`config.mk`:
```
export PLATFORM = sky130hd
export DESIGN_NAME = rs232_tx_fifo
export DESIGN_NICKNAME = d
export VERILOG_FILES = /design/src/rtl/rs232_tx_fifo.sv
export SDC_FILE = /design/constraint.sdc
export NUM_CORES = 1
export LEC_CHECK = 0
export BUFFER_PORTS_ARGS = -buffer_cell sky130_fd_sc_hd__clkbuf_2
export CAP_MARGIN = 30
export CORE_MARGIN = 8
export CORE_UTILIZATION = 45
export DETAILED_ROUTE_END_ITERATION = 7
export SLEW_MARGIN = 0
export SYNTH_ARGS = -nofsm -noshare
export SYNTH_HDL_FRONTEND = slang
export SYNTH_SLANG_ARGS = --single-unit
```
`constraint.sdc`:
```
create_clock -name USER_CLK -period 2 [get_ports USER_CLK]
set_clock_uncertainty 0.1 [all_clocks]
set_input_delay 0.3 -clock USER_CLK [delete_from_list [all_inputs] [get_ports USER_CLK]]
set_output_delay 0.3 -clock USER_CLK [all_outputs]
set_load 0.02 [all_outputs]
```
`src/rtl/rs232_tx_fifo.sv`:
```
// Byte FIFO plus transmit sequencer for the rs232 transmitter: queues bytes and
// issues one TX_Request per byte, holding TX_Data until rs232 drops Busy.
module rs232_tx_fifo #(
   parameter int DEPTH  = 16,
   parameter int ADDR_W = 4
) (
   input  logic              USER_CLK,
   input  logic              Reset,
   input  logic              Wr_En,
   input  logic [7:0]        Wr_Data,
   output logic              Full,
   output logic              Empty,
   output logic [ADDR_W:0]   Count,
   output logic              Overflow,
   output logic              TX_Request,
   output logic [7:0]        TX_Data,
   input  logic              Busy
);

   typedef enum logic [1:0] {IDLE, REQ, WAIT_HI, WAIT_LO} state_t;

   state_t            state, state_nxt;
   logic [7:0]        mem [DEPTH];
   logic [ADDR_W-1:0] wr_ptr, rd_ptr;
   logic              push, pop;
   logic [ADDR_W:0]   count_nxt;

   // Full is the registered flag, so a push while Full is dropped even during a pop
   always_comb begin
      push = Wr_En && !Full;
   end

   always_comb begin
      state_nxt = state;
      pop       = 1'b0;
      case (state)
         IDLE: begin
            if (!Empty && !Busy) begin
               pop       = 1'b1;
               state_nxt = REQ;
            end
         end
         REQ:     state_nxt = WAIT_HI;
         WAIT_HI: if (Busy)  state_nxt = WAIT_LO;
         WAIT_LO: if (!Busy) state_nxt = IDLE;
         default: state_nxt = IDLE;
      endcase
   end

   always_comb begin
      count_nxt = Count;
      if (push && !pop)
         count_nxt = Count + 1'b1;
      else if (!push && pop)
         count_nxt = Count - 1'b1;
   end

   always_ff @(posedge USER_CLK) begin
      if (push && !Reset)
         mem[wr_ptr] <= Wr_Data;
   end

   always_ff @(posedge USER_CLK) begin
      if (Reset) begin
         state      <= IDLE;
         wr_ptr     <= '0;
         rd_ptr     <= '0;
         Count      <= '0;
         Empty      <= 1'b1;
         Full       <= 1'b0;
         Overflow   <= 1'b0;
         TX_Request <= 1'b0;
         TX_Data    <= '0;
      end else begin
         state      <= state_nxt;
         Count      <= count_nxt;
         Empty      <= (count_nxt == '0);
         Full       <= (count_nxt == (ADDR_W+1)'(DEPTH));
         TX_Request <= (state == REQ);
         if (Wr_En && Full)
            Overflow <= 1'b1;
         if (push)
            wr_ptr <= wr_ptr + 1'b1;
         if (pop) begin
            TX_Data <= mem[rd_ptr];
            rd_ptr  <= rd_ptr + 1'b1;
         end
      end
   end

endmodule

```
==> results of run 1 <==
state kept, by name, summed over array words and instances, names as in the netlist:
| register | cells |
|---|---|
| mem | 128 |
| Count | 5 |
| Empty | 1 |
| state | 2 |
| rd_ptr | 4 |
| Full | 1 |
| TX_Request | 1 |
| Overflow | 1 |
| wr_ptr | 4 |
| TX_Data | 8 |
through the flow:
step	instances	setup TNS [ns]	worst slack (ns)	util
2_1_floorplan	358	0	0.03628	-
3_3_place_gp	579	0	0.05008	0.5084
3_5_place_dp	579	0	0.0001883	0.5084
4_1_cts	612	0	0.005026	0.5491
5_1_grt	612	-0.1365	-0.07077	0.5508
6_report	612	0	0.006834	0.5508
layer usage:
layer  wire [um]  share of wire  track usage  vias up
met1        5359           0.44       0.1778     1688
met2        6226           0.51       0.2408       59
met3         547          0.045      0.05261       10
met4         112         0.0091      0.04543        0
li1            -              -            -     1535
met5           0              0            0        -
report_power, final:
part           total [W]  switching [W]  internal, W
clock            0.00287        0.00122      0.00165
sequential       0.00372       0.000110      0.00361
combinational    0.00142       0.000720     0.000696
worst max-delay path by stage:
stage | slack [ns] | cells past startpoint | endpoint | from
final | 0.007 | 7 | Empty | state[1]
after floorplan | 0.04 | 7 | Empty | state[1]
after global placement | 0.05 | 6 | TX_Data[6] | rd_ptr[0]
after detailed placement | 0.0002 | 7 | Empty | state[0]
after CTS | 0.005 | 7 | Empty | state[1]
after global routing | -0.07 | 7 | Empty | state[1]
placed cells by master (no fill, tap or decap), types with 5 or more instances in the layout:
master,count
a21oi_1,21
a22oi_1,14
buf_4,30
clkbuf_16,17
clkbuf_2,28
clkinv_2,5
dfxtp_1,25
edfxtp_1,128
ha_1,10
inv_1,5
mux4_2,32
nand2_1,15
nor2_1,39
xor2_1,5
worst register-to-register path: cells and delay by family (launching register included):
family,cells,cell delay [ns]
flops,1,0.32
simple gates,3,0.93
buf+inv,1,0.07
fa+ha+maj,1,0.12
compound gates,2,0.34
cell families after synthesis:
group / Yosys count
flops: 155
simple gates: 78
compound gates: 49
mux: 33
buf+inv: 24
fa+ha+maj: 11
xor+xnor: 8
layout make-up:
type	instances	area (um2)	share of cell area
flip-flops and latches	155	4387	0.5990
clock inverters	10	68.82	0.009397
repair buffers	63	456.7	0.06236
multi-input cells	179	1700	0.2322
well taps	176	220.2	0.03007
clock buffers	22	464.2	0.06339
inverters	7	26.28	0.003588
repair_timing:
action / in CTS / in global routing
hold buffers: 0 / 0
buffers inserted: 1 / 0
resized for setup: 1 / 4
pin swaps: 1 / 2
setup endpoints to repair: 1 / 4
==> flow_summary_export.csv, run 1 <==
group,metric,value,unit
final_layout,nFillCells,1019,
run_status,status,"finished, final reports clean",
critical_path,slowest_stage,"or3b_4",
grt,grtUsageTotal,0.1470,
final_layout,area_growth,19.01,%
critical_path,end_kind,"register",
clock_tree,htree_num_levels,4,
drt,viasPerCell,5.379,
clock_tree,clk_latency,0.42,ns
placed_design,dpl_cell_area,6759,um2
synth,synth_compound_area_frac,0.05307,
clock_tree,clkTransAtPathRegs,0.06,ns
die,core,13300,um2
power_and_ir_drop,power.total,0.008008,W
critical_path,r2r_start,"state[1]",
synth,synth-edff-count,128,
synth,synth_top_area_cell,"edfxtp_1",
placed_design,post-dp-hpwl,8009,um
drt,drcViolationCount,0,
flow_run,drv_cap,0,
synth,synth_top_family_by_area,"multiplexers",
synth,ys.flop_type,"edfxtp_1",
synth,ys_ff_latch,155,
sta,post-route-period-util,0.9966,
power_and_ir_drop,p_leak,2.508,nW
die,rows,42,
worst_hold_path,holdPathEnd,"Overflow",
drt,dr.pass1.iters,4,
synth,ys.warnings.count,0,
worst_hold_path,hold_depth,3,
clock_tree,cts_buffer_depth,2,
die,boundaryPins,29,
drt,wl,12250,um
drt,via_count,3292,
synth,synth_seq_area_share,0.7125,
sta,fin_crit,1.993,ns
critical_path,ff2ff_setup_slack,0.007,ns
placed_design,gp_congestion,0.7712,
clock_tree,cts.sinks,155,
die,start_util,0.4628,
critical_path,crit_chain,"inv_2 > ha_4 > or3b_4 > nor4b_4 > a221oi_2 > or2_0 > a41o_1",
synth,synth_area_per_cell,17.19,um2
die,die_area,17670,um2
sta,worstMarginPinSlew,0.4001,ns
critical_path,r2r_end,"Empty",
grt,grt_pass1_vias,3482,
placed_design,io_buffers,28,
clock_tree,root_buffer,"clkbuf_16",
critical_path,reg2reg_depth,7,
grt,grt_max_degree,36,
synth,syn_area,6153,um2
synth,synth-xor-area-share,0.01139,
synth,syn_nets,381,
die,die_h,132.9,um
critical_path,worstSetupPathType,"register to register",
final_layout,antenna_cells,0,
critical_path,critPathTopFamily,"simple AND/OR/NAND/NOR gates",
synth,netlist-cell-type-count,40,
sta,whs,0.04796,ns
sta,max-slew-margin-rel,0.7333,
grt,grt_pass1_wl,19350,um
drt,ant_nets,0,
synth,synth_cells,358,
synth,synth_adder_area_share,0.02237,
final_layout,nets,446,
synth,yosys-top-cells-count,"128 x edfxtp_1, 39 x nor2_1, 32 x mux4_2",
worst_hold_path,hp-class,"input pin to register",
critical_path,critPathLaunchType,"register",
critical_path,arrival,2.20,ns
critical_path,slowest_delay,0.41,ns
synth,synth_area_leaders,"edfxtp_1 62%, mux4_2 12%, dfxtp_1 8.8%, nor2_1 2.4%, ha_1 2.2%",
drt,drt-initial-drc-count,205,
critical_path,cp_max_fo,4,
critical_path,cp.buffers_inverters,1,
grt,antenna_found_initial,0,
synth,synth-async-reset-ratio,0,
worst_hold_path,holdCritStartpoint,"Wr_En",
drt,wl_per_cell,20.01,um
die,die_width,132.9,um
final_layout,fin_area,7323,um2
synth,yosysMostFrequentCell,"edfxtp_1",
critical_path,required,2.20,ns
synth,synth_simple_gate_area_frac,0.06405,
sta,setup_viol,0,
sta,max_freq,0.5017,GHz
final_layout,drive_above_1_share,0.3211,
sta,rsz0062_at_grt,"true",
grt,overflow,0,
power_and_ir_drop,peakVddDrop,1.042,mV
clock_tree,cts_buffers,17,
clock_tree,cts_tree,"yes",
synth,synthMuxAreaShare,0.1187,
sta,hold_viol,0,
power_and_ir_drop,power_density,1094,nW/um2
sta,maxSlewViolCount,0,
synth,synth_top_area_frac,0.6246,
(Power assumes the default switching activity.)
==> run 2: changes to the inputs <==
--- a/config.mk
+++ b/config.mk
@@ -10,6 +10,7 @@
 export CORE_MARGIN = 8
 export CORE_UTILIZATION = 45
 export DETAILED_ROUTE_END_ITERATION = 7
+export PLACE_DENSITY = 0.73
 export SLEW_MARGIN = 0
 export SYNTH_ARGS = -nofsm -noshare
 export SYNTH_HDL_FRONTEND = slang
==> run 2 against run 1 <==
  * Sequential share of layout area is 1.2 points lower
  * Register-to-register slack worse by 0.07 ns
  * Highest routed layer unchanged
  * Via count is 4.8% higher
  * Core utilization is 1.1 points higher
  * Cell area is 2.0% higher
  * Largest power group unchanged
  * Worst setup slack worse by 0.066 ns
  * The run now ends with negative setup slack left
  * Routed wire length is 1.9% higher
  * Largest cell class unchanged
  * Sequential cell count stayed put
==> flow_summary_export.csv, run 2 (same netlist as run 1, synthesis figures left out) <==
group,metric,value,unit
flow_run,drv_cap,0,
critical_path,required,2.20,ns
sta,timing.final.ws_setup,-0.05932,ns
grt,grt_pass1_vias,3587,
final_layout,utilization,0.5618,
critical_path,crit_chain,"inv_2 > ha_4 > or3b_4 > buf_6 > nor4b_4 > a31oi_1 > xnor2_1 > buf_4 > nor2_1",
sta,maxSlewViolCount,0,
critical_path,r2r_start,"state[0]",
final_layout,register_area,4388,um2
drt,ant_nets,0,
grt,grtUsageTotal,0.1477,
sta,hold_viol,0,
die,boundaryPins,29,
critical_path,slowest_stage,"or3b_4",
critical_path,arrival,2.26,ns
drt,wl_per_cell,20.10,um
critical_path,slowest_delay,0.42,ns
final_layout,multi_input_area,1702,um2
run_status,status,"finished with violations",
run_status,violations,"negative setup slack",
power_and_ir_drop,peakVddDrop,0.6287,mV
worst_hold_path,hp-class,"input pin to register",
final_layout,regMostFlops,"mem",
sta,setup_viol,3,
placed_design,gp_congestion,0.7856,
die,rows,42,
sta,max_freq,0.4856,GHz
final_layout,final_cells,621,
die,die_h,132.9,um
final_layout,nets,455,
sta,rsz0062_at_grt,"true",
die,die_area,17670,um2
power_and_ir_drop,p_leak,2.577,nW
sta,worstMarginPinSlew,0.3624,ns
grt,antenna_found_initial,0,
drt,viasPerCell,5.554,
sta,max-slew-margin-rel,0.7584,
grt,overflow,0,
grt,grt_pass1_wl,19780,um
critical_path,reg2reg_depth,9,
drt,wl,12480,um
grt,grt_max_degree,36,
critical_path,ff2ff_setup_slack,-0.06,ns
clock_tree,cts_buffers,17,
final_layout,reg.largest.list,"mem (128), TX_Data (8), Count (5)",
clock_tree,clk_latency,0.42,ns
drt,via_count,3449,
die,die_width,132.9,um
final_layout,nFillCells,953,
drt,drcViolationCount,0,
die,start_util,0.4628,
critical_path,r2r_end,"Count[3]",
die,core,13300,um2
critical_path,startpoint,"state[0]",
worst_hold_path,holdCritStartpoint,"Reset",
final_layout,layout_commonest_cell,"edfxtp_1",
clock_tree,cts_buffer_depth,2,
critical_path,worstSetupPathType,"register to register",
clock_tree,cts_tree,"yes",
final_layout,area_growth,21.39,%
final_layout,drive_above_1_share,0.3348,
placed_design,place_ws,-0.04614,ns
placed_design,io_buffers,28,
clock_tree,cts.sinks,155,
sta,post-route-period-util,1.030,
critical_path,endpoint,"Count[3]",
final_layout,final_cell_mix,"128 x edfxtp_1, 40 x buf_4, 39 x nor2_1, 32 x mux4_2, 28 x clkbuf_2",
critical_path,cp_max_fo,5,
clock_tree,root_buffer,"clkbuf_16",
placed_design,post-dp-hpwl,7919,um
critical_path,critPathLaunchType,"register",
clock_tree,htree_num_levels,4,
critical_path,end_kind,"register",
final_layout,largest_reg_flops,128,
sta,whs,0.04001,ns
final_layout,antenna_cells,0,
sta,setup_tns,-0.1118,ns
clock_tree,clkTransAtPathRegs,0.06,ns
sta,fin_crit,2.059,ns
placed_design,placed_cells,579,
drt,drt-initial-drc-count,237,
drt,dr.pass1.iters,4,
power_and_ir_drop,power_density,1153,nW/um2
==> run 2: cell type report <==
cell class	count	area share
Clock inverter	13	0.02529
Tap cell	176	0.02948
Inverter	7	0.003518
Clock buffer	19	0.05796
Sequential cell	155	0.5874
Timing Repair Buffer	72	0.06851
Multi-Input combinational cell	179	0.2278
==> run 2: how the worst min path moves through the flow <==
| stage | slack [ns] | end | cells after the start |
|---|---|---|---|
| 2_1_floorplan | 0.27 | Count[4] | 1 |
| 3_3_place_gp | 0.35 | Overflow | 2 |
| 3_5_place_dp | 0.36 | Overflow | 2 |
| 4_1_cts | 0.02 | TX_Data[2] | 2 |
| 5_1_grt | 0.04 | TX_Data[2] | 2 |
| 6_report | 0.04 | TX_Data[2] | 2 |
==> run 2: per-layer routing <==
metal / vias up / track usage / part of all wire
met4: 0 / 0.07823 / 0.029
met3: 25 / 0.03255 / 0.049
met1: 1754 / 0.1788 / 0.41
met5: - / 0 / 0
met2: 116 / 0.2422 / 0.51
li1: 1554 / - / -
==> run 2: metrics by stage <==
stage               power (W)  cell area, um2
global route         0.008918            7470
global placement     0.005148            6746
floorplan            0.004737            6176
detailed placement   0.005197            6746
CTS                  0.008603            7427
finish               0.008611            7470
==> run 2: critical path: cells and delay by family (launching register included) <==
kind	cells	cell delay, ns
buffers and inverters	3	0.38
AOI/OAI and AO/OA	1	0.09
xor gates and xnor gates	1	0.25
adders and majority gates	1	0.13
DFF	1	0.32
and+or+nand+nor	3	0.68
==> run 2: report_power, final <==
part,internal [W],switching [W],total (W)
sequential,0.00362,0.000108,0.00372
combinational,0.000761,0.000773,0.00153
clock,0.00210,0.00125,0.00335
total,0.00648,0.00213,0.00861
==> run 2: timing repair <==
item	CTS	global route
buffers inserted	5	5
pin swaps	4	4
hold buffers	0	0
gates resized for setup	5	1
setup endpoints to repair	2	4
==> run 3: changes to the inputs <==
--- a/config.mk
+++ b/config.mk
@@ -5,12 +5,12 @@
 export SDC_FILE = /design/constraint.sdc
 export NUM_CORES = 1
 export LEC_CHECK = 0
-export BUFFER_PORTS_ARGS = -buffer_cell sky130_fd_sc_hd__clkbuf_2
+export BUFFER_PORTS_ARGS = -buffer_cell sky130_fd_sc_hd__buf_2
 export CAP_MARGIN = 30
 export CORE_MARGIN = 8
 export CORE_UTILIZATION = 45
 export DETAILED_ROUTE_END_ITERATION = 7
-export PLACE_DENSITY = 0.73
+export PLACE_DENSITY = 0.7
 export SLEW_MARGIN = 0
 export SYNTH_ARGS = -nofsm -noshare
 export SYNTH_HDL_FRONTEND = slang
==> constraint.sdc (replaced) <==
create_clock -name USER_CLK -period 2.39 [get_ports USER_CLK]
set_clock_uncertainty 0.1 [all_clocks]
set_input_delay 0.3585 -clock USER_CLK [delete_from_list [all_inputs] [get_ports USER_CLK]]
set_output_delay 0.3585 -clock USER_CLK [all_outputs]
set_load 0.02 [all_outputs]
==> run 3 against run 2 <==
  * Power shrank 23%
  * Global-route usage shrank 0.82 points
  * Fmax shrank 5.8%
  * Routed wire length shrank 6.5%
  * Final cell count shrank 3.5%
  * First-iteration DRC count grew 13%
  * The run now ends clean
  * Hold slack gained 0.074 ns
==> flow_summary_export.csv, run 3 (same netlist as run 1, synthesis figures left out) <==
group,metric,value,unit
run_status,status,"finished, final reports clean",
drt,viasPerCell,5.474,
critical_path,slowest_stage,"or3b_4",
sta,fin_crit,2.187,ns
sta,maxSlewViolCount,0,
placed_design,gp_congestion,0.7496,
critical_path,worstSetupPathType,"register to register",
die,die_h,132.9,um
clock_tree,clkTransAtPathRegs,0.06,ns
drt,drt-initial-drc-count,268,
final_layout,nFillCells,1018,
grt,grtUsageTotal,0.1394,
sta,rsz0062_at_grt,"false",
final_layout,antenna_cells,0,
clock_tree,cts_setup_buffers,0,
grt,grt_max_degree,36,
clock_tree,cts.sinks,155,
clock_tree,cts_resized,0,
placed_design,placed_cells,567,
sta,post-route-period-util,0.9150,
critical_path,end_kind,"register",
final_layout,reg.largest.list,"mem (128), TX_Data (8), Count (5)",
critical_path,critPathTopFamily,"simple AND/OR/NAND/NOR gates",
grt,antenna_found_initial,0,
critical_path,required,2.60,ns
die,core,13300,um2
critical_path,slowest_delay,0.45,ns
clock_tree,clk_latency,0.42,ns
sta,max-slew-margin-rel,0.5459,
sta,worstMarginPinSlew,0.6786,ns
drt,wl_per_cell,19.48,um
final_layout,regMostFlops,"mem",
final_layout,final_cells,599,
final_layout,multi_input_area,1659,um2
die,die_area,17670,um2
clock_tree,cts_buffers,17,
grt,grt_pass1_vias,3357,
critical_path,crit_chain,"inv_1 > ha_1 > or3b_4 > nor4b_2 > a221oi_2 > or2_0 > a41o_1",
clock_tree,root_buffer,"clkbuf_16",
die,rows,42,
worst_hold_path,hp-class,"input pin to register",
placed_design,io_buffers,28,
flow_run,drv_cap,0,
grt,overflow,0,
placed_design,place_ws,0.1947,ns
critical_path,cp.buffers_inverters,1,
power_and_ir_drop,power_density,925.2,nW/um2
drt,ant_nets,0,
clock_tree,htree_num_levels,4,
final_layout,nets,433,
sta,hold_viol,0,
final_layout,final_cell_mix,"128 x edfxtp_1, 39 x nor2_1, 32 x mux4_2, 28 x buf_2, 26 x dfxtp_1",
final_layout,register_area,4385,um2
sta,timing.final.ws_setup,0.2032,ns
final_layout,largest_reg_flops,128,
drt,wl,11670,um
critical_path,reg2reg_depth,7,
clock_tree,cts_hold_buf,0,
die,start_util,0.4628,
sta,setup_tns,0,ns
drt,drcViolationCount,0,
power_and_ir_drop,peakVddDrop,0.4685,mV
critical_path,cp_max_fo,8,
sta,setup_viol,0,
critical_path,critPathLaunchType,"register",
worst_hold_path,hold_depth,2,
critical_path,arrival,2.40,ns
grt,grt_pass1_wl,18620,um
sta,max_freq,0.4573,GHz
sta,whs,0.1139,ns
drt,dr.pass1.iters,4,
final_layout,layout_commonest_cell,"edfxtp_1",
drt,via_count,3279,
final_layout,drive_above_1_share,0.2884,
critical_path,ff2ff_setup_slack,0.20,ns
placed_design,post-dp-hpwl,7405,um
clock_tree,cts_tree,"yes",
power_and_ir_drop,p_leak,2.423,nW
die,boundaryPins,29,
critical_path,cp_num_cells,7,
clock_tree,cts_buffer_depth,2,
die,die_width,132.9,um
final_layout,area_growth,16.65,%
run 3: cell types whose count changed in the layout (fill, tap and decap cells not counted), sizes merged:
cell      previous run  this run
clkbuf              47        18
buf                 44        50
bufinv               4         0
inv                 11        15
clkinvlp             2         3
run 3: area by class of cell:
type / count / area share
clock buffers: 18 / 0.05979
flip-flops and latches: 155 / 0.6109
well taps: 176 / 0.03068
inverters: 7 / 0.003660
multi-input cells: 179 / 0.2311
clock inverters: 14 / 0.01778
repair buffers: 50 / 0.04602
run 3: worst paths after layout:
| path | start | endpoint |
|---|---|---|
| max | state[0] | Empty |
| min | Reset | wr_ptr[0] |
| max reg2reg | state[0] | Empty |
| min reg2reg | Overflow | Overflow |
run 3: per-stage QoR:
stage,util,total power [W],instance area [um2]
after floorplan,-,0.003937,6153
after global placement,0.4980,0.004188,6621
after detailed placement,0.4980,0.004221,6621
after CTS,0.5399,0.006702,7178
after global routing,0.5399,0.006918,7178
final,0.5399,0.006641,7178
run 3: routing by layer:
metal  part of all wire  routed length [um]  vias up  GRT usage
li1                   -                   -     1515          -
met1               0.43                5009     1677     0.1740
met2               0.50                5869       74     0.2279
met3              0.056                 659       13    0.03974
met4              0.011                 129        0    0.04732
met5                  0                   0        -          0
run 3: power by group:
| part | switching, W | internal, W | leakage [nW] |
|---|---|---|---|
| Clock | 0.00112 | 0.00137 | 0.265 |
| Sequential | 0.0000829 | 0.00302 | 1.37 |
| Combinational | 0.000568 | 0.000478 | 0.785 |
